**src/rtl/mem_read_serial_arbiter_if.sv**
```systemverilog
`default_nettype none
// ============================================================================
// Module      : mem_read_serial_arbiter_if
// Description : Client request, memory request/response and status bundle
//               for the memory read serial arbiter.
// Revision    : 1.0 - initial release
// ============================================================================
interface mem_read_serial_arbiter_if #(
    parameter int REQ_NUM    = 3,
    parameter int SERIAL_NUM = 4,
    parameter int ADDR_WIDTH = 32,
    parameter int LINE_WIDTH = 64
);
    localparam int SERIAL_WIDTH = $clog2(SERIAL_NUM);

    logic [REQ_NUM-1:0]            reqValid;
    logic [REQ_NUM*ADDR_WIDTH-1:0] reqAddr;
    logic [REQ_NUM-1:0]            reqAck;
    logic [SERIAL_WIDTH-1:0]       reqSerial;
    logic                          memReqValid;
    logic [ADDR_WIDTH-1:0]         memReqAddr;
    logic [SERIAL_WIDTH-1:0]       memReqSerial;
    logic                          memReqReady;
    logic                          memRespValid;
    logic [SERIAL_WIDTH-1:0]       memRespSerial;
    logic [LINE_WIDTH-1:0]         memRespData;
    logic [REQ_NUM-1:0]            respValid;
    logic [LINE_WIDTH-1:0]         respData;
    logic [SERIAL_WIDTH-1:0]       respSerial;
    logic [SERIAL_WIDTH:0]         outstanding;
    logic                          full;
    logic                          errUnexpectedResp;

    // Arbiter side
    modport master (
        input  reqValid, reqAddr, memReqReady, memRespValid, memRespSerial, memRespData,
        output reqAck, reqSerial, memReqValid, memReqAddr, memReqSerial,
               respValid, respData, respSerial, outstanding, full, errUnexpectedResp
    );

    // Client / memory side
    modport slave (
        output reqValid, reqAddr, memReqReady, memRespValid, memRespSerial, memRespData,
        input  reqAck, reqSerial, memReqValid, memReqAddr, memReqSerial,
               respValid, respData, respSerial, outstanding, full, errUnexpectedResp
    );
endinterface
`default_nettype wire

```
**src/rtl/mem_read_serial_arbiter.sv**
```systemverilog
`default_nettype none
// ============================================================================
// Module      : mem_read_serial_arbiter
// Description : Round-robin read arbiter that tags each memory read with a
//               free serial and routes responses back to the owning client.
// Revision    : 1.0 - initial release
// ============================================================================
module mem_read_serial_arbiter #(
    parameter int REQ_NUM    = 3,
    parameter int SERIAL_NUM = 4,
    parameter int ADDR_WIDTH = 32,
    parameter int LINE_WIDTH = 64
) (
    input  wire logic                 clk,
    input  wire logic                 rst,
    mem_read_serial_arbiter_if.master bus
);
    localparam int SERIAL_WIDTH = $clog2(SERIAL_NUM);
    localparam int c_REQ_W      = (REQ_NUM > 1) ? $clog2(REQ_NUM) : 1;

    logic [SERIAL_NUM-1:0]   r_busy;
    logic [c_REQ_W-1:0]      r_owner [SERIAL_NUM];
    logic [c_REQ_W-1:0]      r_rrPtr;
    logic                    r_lock;
    logic [c_REQ_W-1:0]      r_lockIdx;
    logic [SERIAL_WIDTH-1:0] r_lockSerial;
    logic [REQ_NUM-1:0]      r_respValid;
    logic [LINE_WIDTH-1:0]   r_respData;
    logic [SERIAL_WIDTH-1:0] r_respSerial;
    logic                    r_err;

    logic [2*REQ_NUM-1:0]    w_reqRot;
    logic [c_REQ_W:0]        w_sum;
    logic [c_REQ_W:0]        w_nextSum;
    logic [c_REQ_W-1:0]      w_rrWinner;
    logic [c_REQ_W-1:0]      w_winner;
    logic [c_REQ_W-1:0]      w_nextRr;
    logic [SERIAL_WIDTH-1:0] w_freeSerial;
    logic [SERIAL_WIDTH-1:0] w_serial;
    logic [SERIAL_WIDTH:0]   w_outstanding;
    logic                    w_full;
    logic                    w_memValid;
    logic                    w_fire;
    logic                    w_respHit;
    logic [ADDR_WIDTH-1:0]   w_addr;
    logic [SERIAL_NUM-1:0]   w_allocMask;
    logic [SERIAL_NUM-1:0]   w_freeMask;

    // Rotate requests so bit 0 is the requester at rrPtr; the lowest set bit wins.
    always_comb begin
        w_reqRot   = {bus.reqValid, bus.reqValid} >> r_rrPtr;
        w_rrWinner = r_rrPtr;
        w_sum      = '0;
        for (int i = REQ_NUM - 1; i >= 0; i--) begin
            if (w_reqRot[i]) begin
                w_sum = {1'b0, r_rrPtr} + (c_REQ_W + 1)'(i);
                if (w_sum >= (c_REQ_W + 1)'(REQ_NUM)) begin
                    w_sum = w_sum - (c_REQ_W + 1)'(REQ_NUM);
                end
                w_rrWinner = w_sum[c_REQ_W-1:0];
            end
        end
    end

    always_comb begin
        w_freeSerial  = '0;
        w_outstanding = '0;
        for (int i = SERIAL_NUM - 1; i >= 0; i--) begin
            if (!r_busy[i]) begin
                w_freeSerial = SERIAL_WIDTH'(i);
            end
            w_outstanding = w_outstanding + (SERIAL_WIDTH + 1)'(r_busy[i]);
        end
    end

    assign w_full     = (w_outstanding == (SERIAL_WIDTH + 1)'(SERIAL_NUM));
    assign w_winner   = r_lock ? r_lockIdx : w_rrWinner;
    assign w_serial   = r_lock ? r_lockSerial : w_freeSerial;
    assign w_memValid = (r_lock || (|bus.reqValid)) && !w_full;
    assign w_fire     = w_memValid && bus.memReqReady;
    assign w_respHit  = bus.memRespValid && r_busy[bus.memRespSerial];

    always_comb begin
        w_addr = '0;
        for (int i = 0; i < REQ_NUM; i++) begin
            if (w_winner == c_REQ_W'(i)) begin
                w_addr = bus.reqAddr[i*ADDR_WIDTH +: ADDR_WIDTH];
            end
        end
    end

    always_comb begin
        w_nextSum = {1'b0, w_winner} + (c_REQ_W + 1)'(1);
        if (w_nextSum >= (c_REQ_W + 1)'(REQ_NUM)) begin
            w_nextSum = '0;
        end
        w_nextRr = w_nextSum[c_REQ_W-1:0];
    end

    // Alloc and free never collide: alloc picks a non-busy serial, free needs a busy one.
    assign w_allocMask = w_fire ? (SERIAL_NUM'(1) << w_serial) : '0;
    assign w_freeMask  = w_respHit ? (SERIAL_NUM'(1) << bus.memRespSerial) : '0;

    always_ff @(posedge clk or negedge rst) begin
        if (!rst) begin
            r_busy       <= '0;
            for (int i = 0; i < SERIAL_NUM; i++) begin
                r_owner[i] <= '0;
            end
            r_rrPtr      <= '0;
            r_lock       <= 1'b0;
            r_lockIdx    <= '0;
            r_lockSerial <= '0;
            r_respValid  <= '0;
            r_respData   <= '0;
            r_respSerial <= '0;
            r_err        <= 1'b0;
        end else begin
            r_busy <= (r_busy | w_allocMask) & ~w_freeMask;
            if (w_fire) begin
                r_owner[w_serial] <= w_winner;
                r_rrPtr           <= w_nextRr;
                r_lock            <= 1'b0;
            end else if (w_memValid) begin
                r_lock       <= 1'b1;
                r_lockIdx    <= w_winner;
                r_lockSerial <= w_serial;
            end
            r_respValid <= w_respHit ? (REQ_NUM'(1) << r_owner[bus.memRespSerial]) : '0;
            if (w_respHit) begin
                r_respData   <= bus.memRespData;
                r_respSerial <= bus.memRespSerial;
            end
            if (bus.memRespValid && !r_busy[bus.memRespSerial]) begin
                r_err <= 1'b1;
            end
        end
    end

    assign bus.reqAck            = w_fire ? (REQ_NUM'(1) << w_winner) : '0;
    assign bus.reqSerial         = w_serial;
    assign bus.memReqValid       = w_memValid;
    assign bus.memReqAddr        = w_addr;
    assign bus.memReqSerial      = w_serial;
    assign bus.respValid         = r_respValid;
    assign bus.respData          = r_respData;
    assign bus.respSerial        = r_respSerial;
    assign bus.outstanding       = w_outstanding;
    assign bus.full              = w_full;
    assign bus.errUnexpectedResp = r_err;
endmodule
`default_nettype wire

```
**src/flat_wrapper.sv**
```systemverilog
// flat-port wrapper written by rule: the top's interface ports become plain ports
module mem_read_serial_arbiter_flat 
#(
    parameter int REQ_NUM    = 3,
    parameter int SERIAL_NUM = 4,
    parameter int ADDR_WIDTH = 32,
    parameter int LINE_WIDTH = 64
)
  (clk, rst, bus_reqValid, bus_reqAddr, bus_memReqReady, bus_memRespValid, bus_memRespSerial, bus_memRespData, bus_reqAck, bus_reqSerial, bus_memReqValid, bus_memReqAddr, bus_memReqSerial, bus_respValid, bus_respData, bus_respSerial, bus_outstanding, bus_full, bus_errUnexpectedResp);
  mem_read_serial_arbiter_if #(.REQ_NUM(REQ_NUM), .SERIAL_NUM(SERIAL_NUM), .ADDR_WIDTH(ADDR_WIDTH), .LINE_WIDTH(LINE_WIDTH)) bus_i ();
  input  wire logic clk;
  input  wire logic rst;
  input wire logic [$bits(bus_i.reqValid)-1:0] bus_reqValid;
  input wire logic [$bits(bus_i.reqAddr)-1:0] bus_reqAddr;
  input wire logic [$bits(bus_i.memReqReady)-1:0] bus_memReqReady;
  input wire logic [$bits(bus_i.memRespValid)-1:0] bus_memRespValid;
  input wire logic [$bits(bus_i.memRespSerial)-1:0] bus_memRespSerial;
  input wire logic [$bits(bus_i.memRespData)-1:0] bus_memRespData;
  output wire logic [$bits(bus_i.reqAck)-1:0] bus_reqAck;
  output wire logic [$bits(bus_i.reqSerial)-1:0] bus_reqSerial;
  output wire logic [$bits(bus_i.memReqValid)-1:0] bus_memReqValid;
  output wire logic [$bits(bus_i.memReqAddr)-1:0] bus_memReqAddr;
  output wire logic [$bits(bus_i.memReqSerial)-1:0] bus_memReqSerial;
  output wire logic [$bits(bus_i.respValid)-1:0] bus_respValid;
  output wire logic [$bits(bus_i.respData)-1:0] bus_respData;
  output wire logic [$bits(bus_i.respSerial)-1:0] bus_respSerial;
  output wire logic [$bits(bus_i.outstanding)-1:0] bus_outstanding;
  output wire logic [$bits(bus_i.full)-1:0] bus_full;
  output wire logic [$bits(bus_i.errUnexpectedResp)-1:0] bus_errUnexpectedResp;
  assign bus_i.reqValid = bus_reqValid;
  assign bus_i.reqAddr = bus_reqAddr;
  assign bus_i.memReqReady = bus_memReqReady;
  assign bus_i.memRespValid = bus_memRespValid;
  assign bus_i.memRespSerial = bus_memRespSerial;
  assign bus_i.memRespData = bus_memRespData;
  assign bus_reqAck = bus_i.reqAck;
  assign bus_reqSerial = bus_i.reqSerial;
  assign bus_memReqValid = bus_i.memReqValid;
  assign bus_memReqAddr = bus_i.memReqAddr;
  assign bus_memReqSerial = bus_i.memReqSerial;
  assign bus_respValid = bus_i.respValid;
  assign bus_respData = bus_i.respData;
  assign bus_respSerial = bus_i.respSerial;
  assign bus_outstanding = bus_i.outstanding;
  assign bus_full = bus_i.full;
  assign bus_errUnexpectedResp = bus_i.errUnexpectedResp;
  mem_read_serial_arbiter #(.REQ_NUM(REQ_NUM), .SERIAL_NUM(SERIAL_NUM), .ADDR_WIDTH(ADDR_WIDTH), .LINE_WIDTH(LINE_WIDTH)) u_core (.clk(clk), .rst(rst), .bus(bus_i));
endmodule
```
**config.mk**
```make
export PLATFORM = sky130hd
export DESIGN_NAME = mem_read_serial_arbiter_flat
export DESIGN_NICKNAME = d
export VERILOG_FILES = /design/src/rtl/mem_read_serial_arbiter_if.sv /design/src/rtl/mem_read_serial_arbiter.sv /design/src/flat_wrapper.sv
export SDC_FILE = /design/constraint.sdc
export NUM_CORES = 1
export LEC_CHECK = 0
export ABC_AREA = 0
export BUFFER_PORTS_ARGS = -buffer_cell sky130_fd_sc_hd__buf_2
export CAP_MARGIN = 20
export CELL_PAD_IN_SITES_DETAIL_PLACEMENT = 2
export CELL_PAD_IN_SITES_GLOBAL_PLACEMENT = 2
export CORE_ASPECT_RATIO = 0.6
export CORE_MARGIN = 1.5
export CORE_UTILIZATION = 28
export CTS_BUF_LIST = sky130_fd_sc_hd__clkbuf_4 sky130_fd_sc_hd__clkbuf_8
export CTS_CLUSTER_DIAMETER = 40
export DETAILED_ROUTE_END_ITERATION = 8
export PLACE_DENSITY_LB_ADDON = 0.2
export SYNTH_ARGS = -nofsm -noshare
export SYNTH_HDL_FRONTEND = slang
export SYNTH_SLANG_ARGS = --single-unit
```
**constraint.sdc**
```tcl
create_clock -name clk -period 4.71 [get_ports clk]
set_clock_uncertainty 0.2 [all_clocks]
set_input_delay 0.471 -clock clk [delete_from_list [all_inputs] [get_ports clk]]
set_output_delay 0.471 -clock clk [all_outputs]
set_load 0.03 [all_outputs]
```
Yosys cells after proc, flatten, opt, wreduce, memory -nomap -nowiden
Index checks and enable logic that the tools add are counted.

storage, ports and cells
  register bits = 89
  latch bits = 0
  memory bits (writable) = 0
  bits in read-only memories = 0
  input port bits = 169
  output and inout bits = 114
  memories = 0

cells by class
  add/sub/neg operators = 9
  multipliers = 0
  divide/modulo/power cells = 0
  magnitude comparators = 8
  equal/unequal tests = 3
  shifts and indexed selects = 5
  muxes and demuxes = 30
  bitwise operators = 6
  reduce and logical (&&, ||, !) cells = 12

operator list
  operator                                                           count
  2-to-1 mux 32 bit                                                  3
  2-to-1 mux 2 bit                                                   16
  greater-or-equal comparator 3 x 2 -> 1 bit, second input constant  3
  bitwise mux 8 bit                                                  1
  2-to-1 mux 4 bit                                                   2
  left shift 1 x 2 -> 4 bit, first input constant                    2
  adder 2 x 1 -> 3 bit, second input constant                        2
  adder 3 x 1 -> 3 bit                                               2
  greater-or-equal comparator 3 bit, second input constant           2
  2-to-1 mux 3 bit                                                   2
  inverter 2 -> 3 bit                                                2
  left shift 1 x 2 -> 3 bit, first input constant                    2
  >> shifter 6 x 2 -> 3 bit                                          1
  subtractor 2 bit, second input constant                            3
  logical AND 1 bit                                                  5
  bitwise AND 4 bit                                                  1
  binary-select mux 2 bit (select 2 bit)                             1
  demux 2 bit (select 2 bit)                                         1
  inverter 4 bit                                                     1
  bitwise OR 4 bit                                                   1
  adder 2 x 2 -> 3 bit, second input constant                        1
  == test 3 bit, second input constant                               1
  < comparator 2 x 3 -> 1 bit, second input constant                 1
  < comparator 3 x 1 -> 1 bit, second input constant                 1
  other kinds (13)                                                   16

Logic depth before layout (Yosys ltp)
  depth in word-level cells = 11
  mapped depth = 11
  mapped depth without buffers = 11

Worst setup path before layout
No wires, ideal clock.

  kind = register -> output
  from = reg u_core.r_busy[2]
  to = out bus_reqAck[0]
  arrival = 3298 ps
  path slack = 741 ps
  cell stages (with the launch flop) = 9
  path through = dfrtp_1 > ha_1 > fa_1 > inv_1 > ha_1 > and3b_1 > nor2_1 > nand2_1 > nor3_1

between the ends
  word-level cells in the longest chain between the ends = 8

ends and longest elaborated chain
  element                            RTL line                        RTL
  from (decl)                        mem_read_serial_arbiter.sv:21   logic [SERIAL_NUM-1:0] r_busy;
  from (signal assigned)             mem_read_serial_arbiter.sv:119  r_busy <= (r_busy | w_allocMask) & ~w_freeMask;
  adder 1 x 1 -> 2 bit               mem_read_serial_arbiter.sv:72   w_outstanding = w_outstanding + (SERIAL_WIDTH + 1)'(r_busy[i]);
  adder 3 x 1 -> 3 bit (2 in a row)  mem_read_serial_arbiter.sv:72
  named net bus_outstanding[1]       flat_wrapper.sv:27              output wire logic [$bits(bus_i.outstanding)-1:0] bus_outstanding;
  == test 3 bit                      mem_read_serial_arbiter.sv:76   assign w_full = (w_outstanding == (SERIAL_WIDTH + 1)'(SERIAL_NUM));
  named net bus_full                 flat_wrapper.sv:28              output wire logic [$bits(bus_i.full)-1:0] bus_full;
  zero test 1 bit                    mem_read_serial_arbiter.sv:79   assign w_memValid = (r_lock || (|bus.reqValid)) && !w_full;
  logical AND 1 bit                  mem_read_serial_arbiter.sv:79
  named net bus_memReqValid          flat_wrapper.sv:21              output wire logic [$bits(bus_i.memReqValid)-1:0] bus_memReqValid;
  logical AND 1 bit                  mem_read_serial_arbiter.sv:80   assign w_fire = w_memValid && bus.memReqReady;
  2-to-1 mux 3 bit                   mem_read_serial_arbiter.sv:140  assign bus.reqAck = w_fire ? (REQ_NUM'(1) << w_winner) : '0;
  to (decl)                          flat_wrapper.sv:19              output wire logic [$bits(bus_i.reqAck)-1:0] bus_reqAck;

The timed path passes the listed nets, and every way through them passes these cells.

Worst setup path after layout
  from = reg u_core.r_rrPtr[0]
  to = out bus_memReqAddr[21]

between the ends
  word-level cells in the longest chain between the ends = 11
  elaborated cells on any way between the ends = 22

ends and longest elaborated chain
  element                                                                         RTL line                                                      RTL
  from (decl)                                                                     mem_read_serial_arbiter.sv:23                                 logic [c_REQ_W-1:0] r_rrPtr;
  from (signal assigned)                                                          mem_read_serial_arbiter.sv:122                                r_rrPtr <= w_nextRr;
  adder 2 x 2 -> 3 bit                                                            mem_read_serial_arbiter.sv:56                                 w_sum = {1'b0, r_rrPtr} + (c_REQ_W + 1)'(i);
  greater-or-equal comparator 3 x 2 -> 1 bit or subtractor 2 bit (tied branches)  mem_read_serial_arbiter.sv:57, mem_read_serial_arbiter.sv:58
  2-to-1 mux 2 bit                                                                mem_read_serial_arbiter.sv:57                                 if (w_sum >= (c_REQ_W + 1)'(REQ_NUM)) begin
  2-to-1 mux 2 bit (2 in a row)                                                   mem_read_serial_arbiter.sv:55                                 if (w_reqRot[i]) begin
  2-to-1 mux 2 bit (*)                                                            mem_read_serial_arbiter.sv:55
  2-to-1 mux 2 bit (*)                                                            mem_read_serial_arbiter.sv:77                                 assign w_winner = r_lock ? r_lockIdx : w_rrWinner;
  zero test 2 bit                                                                 mem_read_serial_arbiter.sv:86                                 if (w_winner == c_REQ_W'(i)) begin
  2-to-1 mux 32 bit (2 in a row)                                                  mem_read_serial_arbiter.sv:86
  2-to-1 mux 32 bit (*)                                                           mem_read_serial_arbiter.sv:86
  to (decl)                                                                       flat_wrapper.sv:22                                            output wire logic [$bits(bus_i.memReqAddr)-1:0] bus_memReqAddr;

Every way passes the cells marked *; elsewhere a longest branch is shown, timed or not.

==> out/results.txt <==
WP data arrival -> 3.60 ns
Synth Flop Type -> dfrtp_1
placed cell area -> 0.00641 mm²
Register Area -> 0.00223 mm²
gr usage total -> 0.186
DRC errors left -> 0
Crit Path Max Fanout -> 39
Synth Cell Area -> 0.00485 mm²
maximum VDD drop -> 311 µV
Tcrit/Tclk final -> 0.906
1st-iter DRT viols -> 167
Initial DRT Pass Iterations -> 4
crit-path cells -> inv_1 > ha_1 > nor2b_1 > o21ai_0 > a32oi_1 > o221ai_4 > buf_4 > buf_6 > nand3_1 > o221ai_1 > buf_2
Slowest-stage cell, CP -> dfrtp_1
Clock Path Buffers -> 2
layout cells sized above 1 -> 0.568
I/O Buffers -> 282
dpl hpwl -> 13400 µm
crit-path max cell delay -> 0.60 ns
Fin Setup TNS -> 0 ns
CTS Buf Count -> 9
worst min path class -> in2async
Crit. End Element -> output port
H-tree depth -> 3
Initial Util -> 0.285
DRT Wirelength -> 16900 µm
placed cell count -> 922
n_diodes -> 0
Filler cells -> 1940
ys async rst share -> 1.00
Pwr Density -> 867 mW/mm²
drt via density -> 4.90
largest net degree at the start of global routing -> 71
Syn. warnings -> 0
postcts setup bufs -> 0
RSZ-0062 raised after global routing -> false
area grow syn2layout -> 36.9%
Ports -> 283
Crit Path Class -> reg2out
Tmin final -> 4.27 ns
area of the multi-input gates -> 0.00227 mm²
Finish-stage setup viols -> 0
Vias -> 4596
CTS sink cnt -> 89
fmax -> 234 MHz
core box area -> 0.0170 mm²
Cells after Synth -> 440
sequential share of the synthesized area -> 0.459
Req. time, crit path -> 4.04 ns
Die ar. -> 0.0181 mm²
register bit total from synthesis -> 89
Leakage -> 3.32 nW
clk slew on worst S/H paths -> 0.10 ns
first-pass GRT wire length -> 27100 µm
CP top delay family -> buffers and inverters
Non-Filler Instances -> 938
Net Count, Synth -> 615
Die Height -> 105 µm
Yosys cell types -> 44
Bufs and invs on worst path -> 4
# rows -> 37
vias in the first global route -> 5068
CTS tree -> built
GRT overflow -> 0
Clk Latency, worst-skew pair -> 0.36 ns
Worst Tran Pin Value -> 0.826 ns
fin nets -> 874
Clock Tree Root -> clkbuf_8
WL per Instance -> 18.0 µm
RePlAce Congestion -> 0.822
Final Max Slew Viols -> 0
Worst Setup Start Kind -> flop
final antenna-violating net count -> 0
status -> complete, no violations
initial antenna violation count -> 1
relative slew slack -> 0.450
Max Cap Viol -> 0
syn avg cell area -> 11.0 µm²
Final Hold Viols -> 0
Post-synth EDFFs -> 0
Final Instance Area -> 0.00664 mm²
Chip Width -> 173 µm
==> report_power, final <==
part | total [mW] | switching, mW | internal [mW]
Clock | 0.595 | 0.291 | 0.304
Sequential | 1.37 | 0.232 | 1.14
Combinational | 3.79 | 2.56 | 1.23
==> sequential cells by signal, summed over array words and instances (netlist names) <==
| signal | cells |
|---|---|
| u_core.bus.respData | 64 |
| u_core.r_owner | 8 |
| u_core.r_busy | 4 |
| u_core.bus.respValid | 3 |
| u_core.bus.respSerial | 2 |
| u_core.r_lockIdx | 2 |
| u_core.r_lockSerial | 2 |
| u_core.r_rrPtr | 2 |
| u_core.bus.errUnexpectedResp | 1 |
| u_core.r_lock | 1 |
==> layer usage <==
metal,part of all wire,vias up,GRT usage
met2,0.51,119,0.333
met1,0.42,2340,0.225
met3,0.059,13,0.0560
li1,-,2124,-
met5,0,-,0
met4,0.0070,0,0.0298
==> layout by cell type, fill, tap and decap left out, drive strengths merged, types with 9 or more instances in the layout <==
master	n
o221ai	34
o21ai	10
mux2	72
nand4	33
nor2	13
nand3	32
buf	288
dfrtp	89
clkbuf	9
nand2	16
inv	47
==> repair_timing <==
action / in CTS / in global routing
endpoints found under the setup margin: 0 / 1
hold buffers: 0 / 0
resized for setup: 0 / 1
==> metrics by stage <==
stage / total power [mW] / util / hold slack, ns / setup slack, ns
2_1_floorplan: 4.15 / - / -0.0246 / 0.741
3_3_place_gp: 5.08 / 0.376 / 0.262 / 0.978
3_5_place_dp: 5.22 / 0.376 / 0.261 / 0.758
4_1_cts: 5.83 / 0.389 / 0.0317 / 0.327
5_1_grt: 6.13 / 0.390 / 0.0481 / 0.0927
6_report: 5.75 / 0.390 / 0.00814 / 0.441
==> Yosys cell counts (all sizes together), types with 5 or more instances <==
library cell  instances  share of area
o21ai                10          0.010
mux2                 72           0.17
o221ai               34          0.078
nand3                32          0.033
nor2                 13          0.010
nand2                16          0.013
nand4                33          0.043
a31oi                 5         0.0065
inv                  44          0.034
buf                  26          0.033
dfrtp                89           0.46
clkbuf               14          0.011
nor3                  6         0.0062
ha                    5          0.013
a21oi                 5         0.0059
==> cell families after synthesis <==
group | share of synthesized area
buf+inv | 0.0782
flops | 0.459
mux | 0.192
simple gates | 0.124
compound gates | 0.130
fa+ha+maj | 0.0170
==> cell type report <==
cell class / count / area share
Sequential cell: 89 / 0.336
Inverter: 44 / 0.0249
Clock inverter: 7 / 0.0149
Tap cell: 234 / 0.0441
Clock buffer: 9 / 0.0187
Timing Repair Buffer: 288 / 0.220
Multi-Input combinational cell: 267 / 0.341
==> worst paths after layout <==
path,start,to,slack (ns),depth (start not counted)
min in group clk,bus_memRespData[53],u_core.bus.respData[53],0.13,2
hold reg to reg,u_core.bus.errUnexpectedResp,u_core.bus.errUnexpectedResp,0.29,1
max in group asynchronous,rst,u_core.bus.respData[59],3.43,2
setup reg to reg,u_core.r_busy[2],u_core.r_owner[2],1.24,9
hold / removal,rst,u_core.bus.respData[21],0.008,1
setup / recovery,u_core.r_rrPtr[0],bus_memReqAddr[21],0.44,11
(Power assumes the default switching activity.)
